==> src/rtl/aes_pkg.sv <==
// Shared widths and bundle types for the AES-256 datapath.
// Constants only; no ports.
package aes_pkg;

    localparam int AES_BLOCK_W         = 128;
    localparam int AES_WORD_W          = 32;
    localparam int AES_WORDS_PER_BLOCK = 4;
    localparam int AES_NBYTES_W        = 5;

    typedef logic [AES_BLOCK_W-1:0] aes_block_t;
    typedef logic [AES_WORD_W-1:0]  aes_word_t;

    typedef struct packed {
        logic                    last;
        logic [AES_NBYTES_W-1:0] nbytes;
    } aes_blk_meta_t;

endpackage

==> src/rtl/aes_byte_mask.sv <==
// Keeps the MSB-aligned valid bytes of a host word and zeroes the rest.
// Ports: bytes_i (0 = all 4 valid), word_i, word_o (masked word).
module aes_byte_mask
    import aes_pkg::*;
(
    input  logic [1:0] bytes_i,
    input  aes_word_t  word_i,
    output aes_word_t  word_o
);

    always_comb begin
        word_o = word_i;
        unique case (bytes_i)
            2'd1:    word_o = {word_i[31:24], 24'h0};
            2'd2:    word_o = {word_i[31:16], 16'h0};
            2'd3:    word_o = {word_i[31:8], 8'h0};
            default: word_o = word_i;
        endcase
    end

endmodule

==> src/rtl/aes256_block_packer.sv <==
// Packs 32-bit host words into 128-bit blocks for aes256_fifo, zero-padding
// a short final block. Ports: clk, rst_n (sync, active-low); host side
// in_valid/in_ready/in_data/in_last/in_bytes; block side aes_in_valid/
// aes_in_ready/aes_in_block/aes_in_last/aes_in_nbytes.
module aes256_block_packer
    import aes_pkg::*;
(
    input  logic                    clk,
    input  logic                    rst_n,
    input  logic                    in_valid,
    output logic                    in_ready,
    input  logic [AES_WORD_W-1:0]   in_data,
    input  logic                    in_last,
    input  logic [1:0]              in_bytes,
    output logic                    aes_in_valid,
    input  logic                    aes_in_ready,
    output logic [AES_BLOCK_W-1:0]  aes_in_block,
    output logic                    aes_in_last,
    output logic [AES_NBYTES_W-1:0] aes_in_nbytes
);

    logic [95:0]   asm_q, asm_d;
    logic [1:0]    idx_q, idx_d;
    logic          asm_done_q, asm_done_d;
    aes_word_t     hold_q, hold_d;
    aes_blk_meta_t hold_meta_q, hold_meta_d;
    aes_block_t    out_blk_q, out_blk_d;
    aes_blk_meta_t out_meta_q, out_meta_d;
    logic          out_valid_q, out_valid_d;
    logic          in_ready_q;

    logic          accept;
    logic          complete;
    logic          drain;
    logic          out_free;
    logic [1:0]    eff_bytes;
    logic [2:0]    word_nb;
    aes_word_t     masked;
    aes_block_t    new_blk;
    aes_blk_meta_t new_meta;

    // in_bytes only matters on the final word of the message.
    assign eff_bytes = in_last ? in_bytes : 2'd0;

    aes_byte_mask u_mask (
        .bytes_i (eff_bytes),
        .word_i  (in_data),
        .word_o  (masked)
    );

    assign accept   = in_valid && in_ready_q;
    assign complete = accept && (idx_q == 2'd3 || in_last);
    assign drain    = out_valid_q && aes_in_ready;
    assign out_free = !out_valid_q || drain;

    assign word_nb = (eff_bytes == 2'd0) ? 3'd4 : {1'b0, eff_bytes};

    always_comb begin
        new_blk = '0;
        unique case (idx_q)
            2'd0: new_blk = {masked, 96'h0};
            2'd1: new_blk = {asm_q[95:64], masked, 64'h0};
            2'd2: new_blk = {asm_q[95:32], masked, 32'h0};
            2'd3: new_blk = {asm_q, masked};
        endcase
        new_meta.last   = in_last;
        new_meta.nbytes = {1'b0, idx_q, 2'b00} + {2'b00, word_nb};
    end

    always_comb begin
        asm_d       = asm_q;
        idx_d       = idx_q;
        asm_done_d  = asm_done_q;
        hold_d      = hold_q;
        hold_meta_d = hold_meta_q;
        out_blk_d   = out_blk_q;
        out_meta_d  = out_meta_q;
        out_valid_d = out_valid_q;

        if (accept && !complete) begin
            unique case (idx_q)
                2'd0:    asm_d[95:64] = in_data;
                2'd1:    asm_d[63:32] = in_data;
                2'd2:    asm_d[31:0]  = in_data;
                default: asm_d        = asm_q;
            endcase
            idx_d = idx_q + 2'd1;
        end

        if (drain) begin
            out_valid_d = 1'b0;
        end

        // in_ready is low while a block is held, so a held block and a
        // freshly completed one never coexist.
        if (asm_done_q) begin
            if (out_free) begin
                out_blk_d   = {asm_q, hold_q};
                out_meta_d  = hold_meta_q;
                out_valid_d = 1'b1;
                asm_done_d  = 1'b0;
                idx_d       = 2'd0;
            end
        end else if (complete) begin
            idx_d = 2'd0;
            if (out_free) begin
                out_blk_d   = new_blk;
                out_meta_d  = new_meta;
                out_valid_d = 1'b1;
            end else begin
                // Reuse the assembly register as the held block's top words.
                asm_d       = new_blk[127:32];
                hold_d      = new_blk[31:0];
                hold_meta_d = new_meta;
                asm_done_d  = 1'b1;
            end
        end
    end

    always_ff @(posedge clk) begin
        if (!rst_n) begin
            asm_q       <= '0;
            idx_q       <= '0;
            asm_done_q  <= 1'b0;
            hold_q      <= '0;
            hold_meta_q <= '0;
            out_blk_q   <= '0;
            out_meta_q  <= '0;
            out_valid_q <= 1'b0;
            in_ready_q  <= 1'b0;
        end else begin
            asm_q       <= asm_d;
            idx_q       <= idx_d;
            asm_done_q  <= asm_done_d;
            hold_q      <= hold_d;
            hold_meta_q <= hold_meta_d;
            out_blk_q   <= out_blk_d;
            out_meta_q  <= out_meta_d;
            out_valid_q <= out_valid_d;
            in_ready_q  <= !asm_done_d;
        end
    end

    assign in_ready      = in_ready_q;
    assign aes_in_valid  = out_valid_q;
    assign aes_in_block  = out_blk_q;
    assign aes_in_last   = out_meta_q.last;
    assign aes_in_nbytes = out_meta_q.nbytes;

endmodule
==> config.mk <==
export PLATFORM = sky130hd
export DESIGN_NAME = aes256_block_packer
export DESIGN_NICKNAME = d
export VERILOG_FILES = /design/src/rtl/aes_pkg.sv /design/src/rtl/aes_byte_mask.sv /design/src/rtl/aes256_block_packer.sv
export SDC_FILE = /design/constraint.sdc
export NUM_CORES = 1
export LEC_CHECK = 0
export CAP_MARGIN = 10
export CORE_UTILIZATION = 40
export DETAILED_ROUTE_END_ITERATION = 7
export DONT_BUFFER_PORTS = 1
export GPL_TIMING_DRIVEN = 0
export PLACE_DENSITY_LB_ADDON = 0.25
export SLEW_MARGIN = 20
export SYNTH_ARGS = -nofsm -noshare
export SYNTH_HDL_FRONTEND = slang
export SYNTH_SLANG_ARGS = --single-unit
==> constraint.sdc <==
create_clock -name clk -period 3.4 [get_ports clk]
set_clock_uncertainty 0.2 [all_clocks]
set_input_delay 0.68 -clock clk [delete_from_list [all_inputs] [get_ports clk]]
set_output_delay 0.68 -clock clk [all_outputs]
set_load 0.1 [all_outputs]
==> summary by stage, run 1 <==
Clocking
TritonCTS built the clock tree. In this run the number of H-tree levels came out at 1. The setup fix buffers added after clock tree synthesis is 0.

After clock tree synthesis, the clock-pin slew on the worst setup and hold paths is approximately 0.070 ns. Buffers inserted during clock tree synthesis total 30. Clock tree synthesis found a total of 273 sinks.

The later pin in the worst-skew pair is clocked with a latency of around 0.57 ns. The number of buffers inserted for hold repair after clock tree synthesis is 0. The tree is rooted in a sky130_fd_sc_hd__clkbuf_16. In this run the deepest clock path goes through 3 buffers.

Layout
The area added between synthesis and finish is 11.9%. At the end of the flow, the number of nets in the layout was 1564. The repair_antennas step left the layout with diodes totalling 0. The final core area utilization is 0.459.

The count of placed standard cells in the final layout, fillers left out is slightly below 2000. The area of all placed cells without fillers is around 14000 um2. The fraction of layout cells with a size suffix above 1 is 0.0726. The filler cell count is ~3000.

Yosys
The most frequent cell after synthesis is sky130_fd_sc_hd__dfxtp_1. The synthesized design spends more area on one cell type than any other, namely sky130_fd_sc_hd__dfxtp_1. Among all flip-flop cells after synthesis, the most frequent one is sky130_fd_sc_hd__dfxtp_1. The Yosys step of the flow raised 0 warnings. The count of flip-flops with a built-in enable after synthesis is 0. When the netlist entered floorplanning its net count stood at between 1500 and 2000. The cell area that synthesis handed to floorplanning was ~13000 um2. Synthesis instantiated 51 different standard cells from the library. The number of synthesized register bits is approximately 270. The portion of the post-synthesis area used by sequential elements is 0.431. Counting instances in the post-synthesis netlist gives the leading cell types as sky130_fd_sc_hd__dfxtp_1 (273), sky130_fd_sc_hd__o21ai_0 (138), sky130_fd_sc_hd__a221oi_1 (122).

Synthesis produced a netlist whose cell count is around 1500. For this run, asynchronously set or reset flops after synthesis account for 0. The average instance area after synthesis is about 8.5 um2. The share of synthesized area in the top cell type comes to 0.431. After synthesis, the cell types taking the most area are sky130_fd_sc_hd__dfxtp_1 (43%), sky130_fd_sc_hd__a221oi_1 (8.4%), sky130_fd_sc_hd__o21ai_0 (5.4%).

Global route
Entering global routing, the biggest net connects 15 pins. The combined global-route utilization of all metal layers is 0.289. The number of antenna violations at the first check in global routing is 0. The first-pass GRT wire length is approximately 73 mm. The via count of the first global-routing pass came to 11765. Summed over all layers, the global routing overflow is 0.

Placement
Timing analysis after detailed placement gives a worst setup slack of -0.227 ns. At the end of routability-driven placement, the weighted congestion stood at between 0.9 and 1. The total placed cells including tap cells is roughly 1900. The number of input and output port buffers inserted is 0.

Detailed placement ended at an HPWL of about 35 mm. The placed instances occupy a cell area of roughly 13000 um2.

Job
The reported max-cap violation count is 0.

Die
The die covers roughly 32000 um2. Row generation in the floorplan step produced 64 rows. The count of boundary I/O pins is 175.

The total area inside the core boundary comes to 30900 um2. The die width is 180 um. From bottom edge to top edge, the die measures between 150 and 200 um. For this configuration, the core starts out at a cell density of 0.410.

Critical path
The kind of end point of the critical path is a register. The critical path is of the register to register type. In this run the worst path has a maximum fanout of 10.

The worst setup path is launched from a register. Data on the critical path arrives at its endpoint at 3.46 ns. Data on the critical path is required at its endpoint by between 3 and 4 ns.

Outcome
The flow ran to the end, and the final reports show no timing, DRC or antenna violations.

Min path
The min-delay analysis places its worst path in the category input pin to register.

Power and ir drop
The total power consumption of the routed design is ~7.6 mW. Across the VDD grid, the largest voltage drop is between 0.3 and 0.4 mV. Dividing total power by cell area gives a power density of roughly 540 nW/um2. In this run the static leakage power is about 4.9 nW.

Route
The count of nets left with antenna violations once routing finished came out at 0. The overall routed net length is around 49 mm. The routed wire length per instance is approximately 25 um. Detailed routing inserted a total of 12738 vias.

The number of iterations in the first detailed-routing pass is 6. The DRC violation count after routing is 0. The vias per cell is 6.57.

For this block, the initial DRC count from the detailed router was around 1700.

Timing
Of the available clock period, the critical path in the final layout requires 0.928. The number of hold violations in the final report was 0. The worst path meets setup with ~0.24 ns of slack. Setup violations remaining at the end of the flow were counted as 0. The count of final max-slew check failures is 0. The maximum frequency from static timing analysis is between 300 and 400 MHz. Setup repair after global routing left no endpoint under its margin. The sum of negative setup slack is 0 ns. The clock period could shrink to between 3 and 4 ns.

The post-route worst hold slack is 0.0739 ns. For the pin with the worst max-slew slack, the measured transition is approximately 1.1 ns. The worst-case headroom to the max-slew limit is 0.242.
[final cells by class]
type | count | area [um2] | share of cell area
clock inverters | 8 | 92.6 | 0.00653
clock buffers | 47 | 906 | 0.0639
flip-flops and latches | 273 | 5470 | 0.385
plain buffers | 194 | 822 | 0.0580
well taps | 396 | 495 | 0.0349
multi-input cells | 1015 | 6380 | 0.450
inverters | 5 | 18.8 | 0.00132
[power by group]
group          total (mW)  leakage (nW)  switching [mW]  internal, mW
Clock                3.34         0.491            1.37          1.97
Combinational       0.519          2.19           0.392         0.128
Sequential           3.74          2.21           0.463          3.28
Total                7.60          4.89            2.22          5.37
[placed cells by master, fill, tap and decap left out, drive strengths merged, types with 9 or more instances in the layout]
cell type and instances:
o211ai 29, nor3 16, nand2 119, a311oi 52, o21ai 138, a32oi 9, a32o 20, dfxtp 273
nand2b 32, a221oi 126, nand3 88, o31ai 18, a211oi 32, a22oi 24, clkbuf 162, and3 18
mux2i 48, a21oi 111, buf 79, nor2 95
[state kept, by name, summed over array words and instances (netlist names)]
signal         flops
idx_q              2
asm_q             96
aes_in_nbytes      5
in_ready           1
hold_meta_q        6
hold_q            32
aes_in_block     128
aes_in_last        1
asm_done_q         1
aes_in_valid       1
[kinds of logic (layout without fill, tap and decap cells)]
logic type	Yosys count	after routing	share of synthesized area
and+or+nand+nor	386	386	0.141
DFF	273	273	0.431
adders and majority gates	6	6	0.00592
muxes	48	48	0.0379
buffers and inverters	199	254	0.0662
xor gates and xnor gates	2	2	0.00138
AOI/OAI and AO/OA	573	573	0.317
[final timing paths]
path / slack (ns) / cells past startpoint / end / from
worst min-delay path: 0.07 / 2 / hold_meta_q[1]$_SDFFE_PN0P_ / in_bytes[1]
worst max-delay path: 0.24 / 7 / aes_in_block[120]$_SDFFE_PN0P_ / idx_q[0]$_SDFF_PN0_
worst max register to register: 0.24 / 7 / aes_in_block[120]$_SDFFE_PN0P_ / idx_q[0]$_SDFF_PN0_
worst min register to register: 0.25 / 2 / hold_q[10]$_SDFFE_PN0P_ / hold_q[10]$_SDFFE_PN0P_
[per-layer routing]
metal  vias up  part of all wire  wire (um)  global-route usage
li1       5687                 -          -                   -
met1      6163              0.41      20000               0.378
met2       757              0.44      21600               0.450
met3       131              0.10       5010              0.0732
met4         0             0.046       2250               0.128
met5         -                 0          0                   0
[critical path: stages, from the launching register on]
cell and delay, ns:
sky130_fd_sc_hd__dfxtp_1 0.44, sky130_fd_sc_hd__ha_1 0.18, sky130_fd_sc_hd__clkbuf_1 0.51, sky130_fd_sc_hd__nor3_1 0.16
sky130_fd_sc_hd__o21ai_0 0.60, sky130_fd_sc_hd__clkbuf_1 0.56, sky130_fd_sc_hd__a221oi_1 0.28, sky130_fd_sc_hd__nor2_1 0.16
[timing repair]
item / 4_1_cts / 5_1_grt
resized for setup: 1 / 2
endpoints found under the setup margin: 40 / 1
pin swaps: 0 / 0
Power figures use the tool's default switching activity.
==> run 2, diff against run 1 <==
--- a/config.mk
+++ b/config.mk
@@ -7,3 +7,3 @@
 export LEC_CHECK = 0
-export CAP_MARGIN = 10
+export CAP_MARGIN = 20
 export CORE_UTILIZATION = 40
--- a/constraint.sdc
+++ b/constraint.sdc
@@ -4,2 +4,2 @@
 set_output_delay 0.68 -clock clk [all_outputs]
-set_load 0.1 [all_outputs]
+set_load 0.02 [all_outputs]
==> run 2 against run 1 <==
Compared with the run above: critical path depth unchanged; wire length about the same; final area about the same; utilization about the same; worst hold slack better by 0.00087 ns; sequential cell count unchanged; global-route usage unchanged; final cell count unchanged; die area unchanged; sequential share of layout area about the same.
==> summary by stage, run 2 (synthesis results as in run 1) <==
Clocking
The total number of H-tree levels is 1. TritonCTS built the clock tree. For this design, the CTS-stage hold fixing added 0 buffers. After clock tree synthesis, the clock-pin slew on the worst setup and hold paths is 0.07 ns. The sink count of the clock tree is roughly 270. The setup fix buffers added after clock tree synthesis is 0.

The deepest clock path buffer count is 3. The root buffer cell chosen for the clock tree is sky130_fd_sc_hd__clkbuf_16. The later pin in the worst-skew pair is clocked with a latency of 0.57 ns. In this run, CTS created clock tree buffers numbering 30. The count of instances resized after the clock tree is built is 0.

Power and ir drop
Cell internal power was estimated by the tool at ~5.4 mW. In this run the power spent charging and discharging nets is between 1.5 and 2 mW. Summed over all cells, the static leakage comes to just under 5 nW. Of the total power, the clock network draws 0.459. The portion of total power attributed to sequential cells is 0.470. The combinational share of power is 0.071.

The design draws ~7.3 mW. Of the total power, the share spent switching nets is 0.260. The worst voltage drop across the vdd grid is 0.390 mV. For this design the ratio of total power to cell area is just over 500 nW/um2.

Die
The row count is 64. From left edge to right edge, the die measures 180 um. between 150 and 200 I/O pins were placed.

The die area is ~32000 um2. The placeable core region is about 31000 um2. The die is between 150 and 200 um tall. The initial core utilization is 0.410.

Timing
The worst pin sits at a relative slew slack of 0.252. The clock period could shrink to approximately 3.2 ns. The actual transition at the worst max-transition pin is 1.11 ns. The maximum frequency from static timing analysis is between 300 and 400 MHz. The number of hold violations in the final report came to 0. The least setup slack across all paths after layout is between 0.15 and 0.2 ns. Setup repair after global routing left no endpoint under its margin. Hold is met by about 0.075 ns.

The count of final max-slew check failures was 0. The final setup violation count is 0. In the finished design, the share of the clock period the worst path needs comes to 0.950.

Global route
Entering global routing, the biggest net connects 15 pins. In the global route stage, overall resource usage came out at 0.289. The first-pass GRT wire length is roughly 73 mm. The number of antenna violations at the first check in global routing is 0. The via count of the first global-routing pass is 11765.

The sum of overflow across all layers after global routing is 0.

Layout
The area added between synthesis and finish is 11.9%. The fraction of layout cells with a size suffix above 1 is 0.0713. The number of flip-flops under the largest register name is 128.

0 antenna diodes ended up in the layout. The area of combinational cells with multiple inputs is ~6400 um2. Once layout is complete, the utilization of the core stands at 0.459. The filler cells instantiated in the layout total ~3000. The library cells used most frequently in the layout, excluding fill and tap cells, are sky130_fd_sc_hd__dfxtp_1 (273), sky130_fd_sc_hd__o21ai_0 (138), sky130_fd_sc_hd__clkbuf_1 (123), sky130_fd_sc_hd__a221oi_1 (122), sky130_fd_sc_hd__nand2_1 (118). Leaving out fill and tap cells, the most frequent cell in the layout is sky130_fd_sc_hd__dfxtp_1. In the final design database the tool counted approximately 1600 nets. The combined flip-flop and latch cell area is around 5500 um2.

Route
The vias per cell is about 6.6. Before antenna repair, the detailed router went through 6 iterations. In the final routed layout, each cell accounts on average for 25.3 um.

Once detail routing completed, the nets flagged for antenna violations numbered 0. The overall routed net length is between 40 and 50 mm. After detailed routing, the number of remaining DRC violations is 0. The initial detailed-routing violation count is ~1700.

The final route contains 12735 vias.

Min path
The path class of the tightest hold or removal check is input pin to register.

Critical path
At the worst endpoint, the required time is roughly 3.7 ns. The setup path with the least slack is of type register to register. The largest stage delay on the critical path is approximately 0.63 ns. Of all nets on the critical path, the largest fanout is 10. STA classifies the critical path startpoint as a register. The kind of end point of the critical path is a register. At the worst endpoint, the arrival time is between 3 and 4 ns. The critical path goes through ha_1 -> o211ai_4 -> a21oi_2 -> buf_2 -> clkbuf_1 -> o21ai_0 -> nor2_1. The slowest stage of the critical path is the sky130_fd_sc_hd__a21oi_2 cell. The total buffers and inverters traversed by the critical path is 2. The family with the most delay on the worst path is buffers and inverters.

Placement
The wire-length estimate of the detail-placed layout is between 30 and 40 mm. Routability-driven placement finished with a final weighted congestion of 0.912. Port buffering added 0 buffers. At the placement stage, the worst setup path has a slack of ~0.11 ns.

Job
Max-cap violations in this run came to 0.

Outcome
The run finished with clean final reports.
==> run 2: cell count changes in the layout (fill, tap and decap cells not counted) <==
cell / before / now
sky130_fd_sc_hd__dfxtp_1: 272 / 273
sky130_fd_sc_hd__dfxtp_2: 1 / 0
sky130_fd_sc_hd__clkbuf_1: 122 / 123
sky130_fd_sc_hd__clkbuf_2: 2 / 1
==> run 2: power by group through the flow <==
stage / combinational [mW] / clock, mW / sequential (mW)
finish: 0.519 / 3.33 / 3.41
CTS: 0.506 / 3.35 / 3.41
global route: 0.555 / 3.47 / 3.42
detailed placement: 0.504 / 0 / 3.48
floorplan: 0.324 / 0 / 3.45
global placement: 0.495 / 0 / 3.48
==> run 2: path summary, 6_finish.rpt <==
kind | cells after the start | startpoint | slack, ns | to
setup / recovery | 7 | idx_q[0]$_SDFF_PN0_ | 0.17 | aes_in_block[125]$_SDFFE_PN0P_
hold / removal | 2 | in_bytes[1] | 0.07 | hold_meta_q[1]$_SDFFE_PN0P_
setup reg to reg | 7 | idx_q[0]$_SDFF_PN0_ | 0.17 | aes_in_block[125]$_SDFFE_PN0P_
hold reg to reg | 2 | hold_q[10]$_SDFFE_PN0P_ | 0.26 | hold_q[10]$_SDFFE_PN0P_
==> run 2: area by class of cell <==
cell class	instances	area share
buffer	194	0.0579
inverter	5	0.00132
clock buffer	47	0.0639
sequential	273	0.385
multi-input combinational	1015	0.450
tap	396	0.0349
clock inverter	8	0.00653
==> run 2: routing by layer <==
metal	wire length [um]	GRT usage	vias to the layer above
met4	2270	0.128	0
met3	5170	0.0732	127
met5	0	0	-
met2	21600	0.450	792
met1	19900	0.378	6135
li1	-	-	5681
==> run 2: metrics by stage <==
stage	cell area, um2	TNS [ns]	instances
floorplan	12700	0	1487
global placement	13200	-11.06	1883
detailed placement	13200	0	1883
CTS	14200	0	1938
global route	14200	0	1938
finish	14200	0	1938
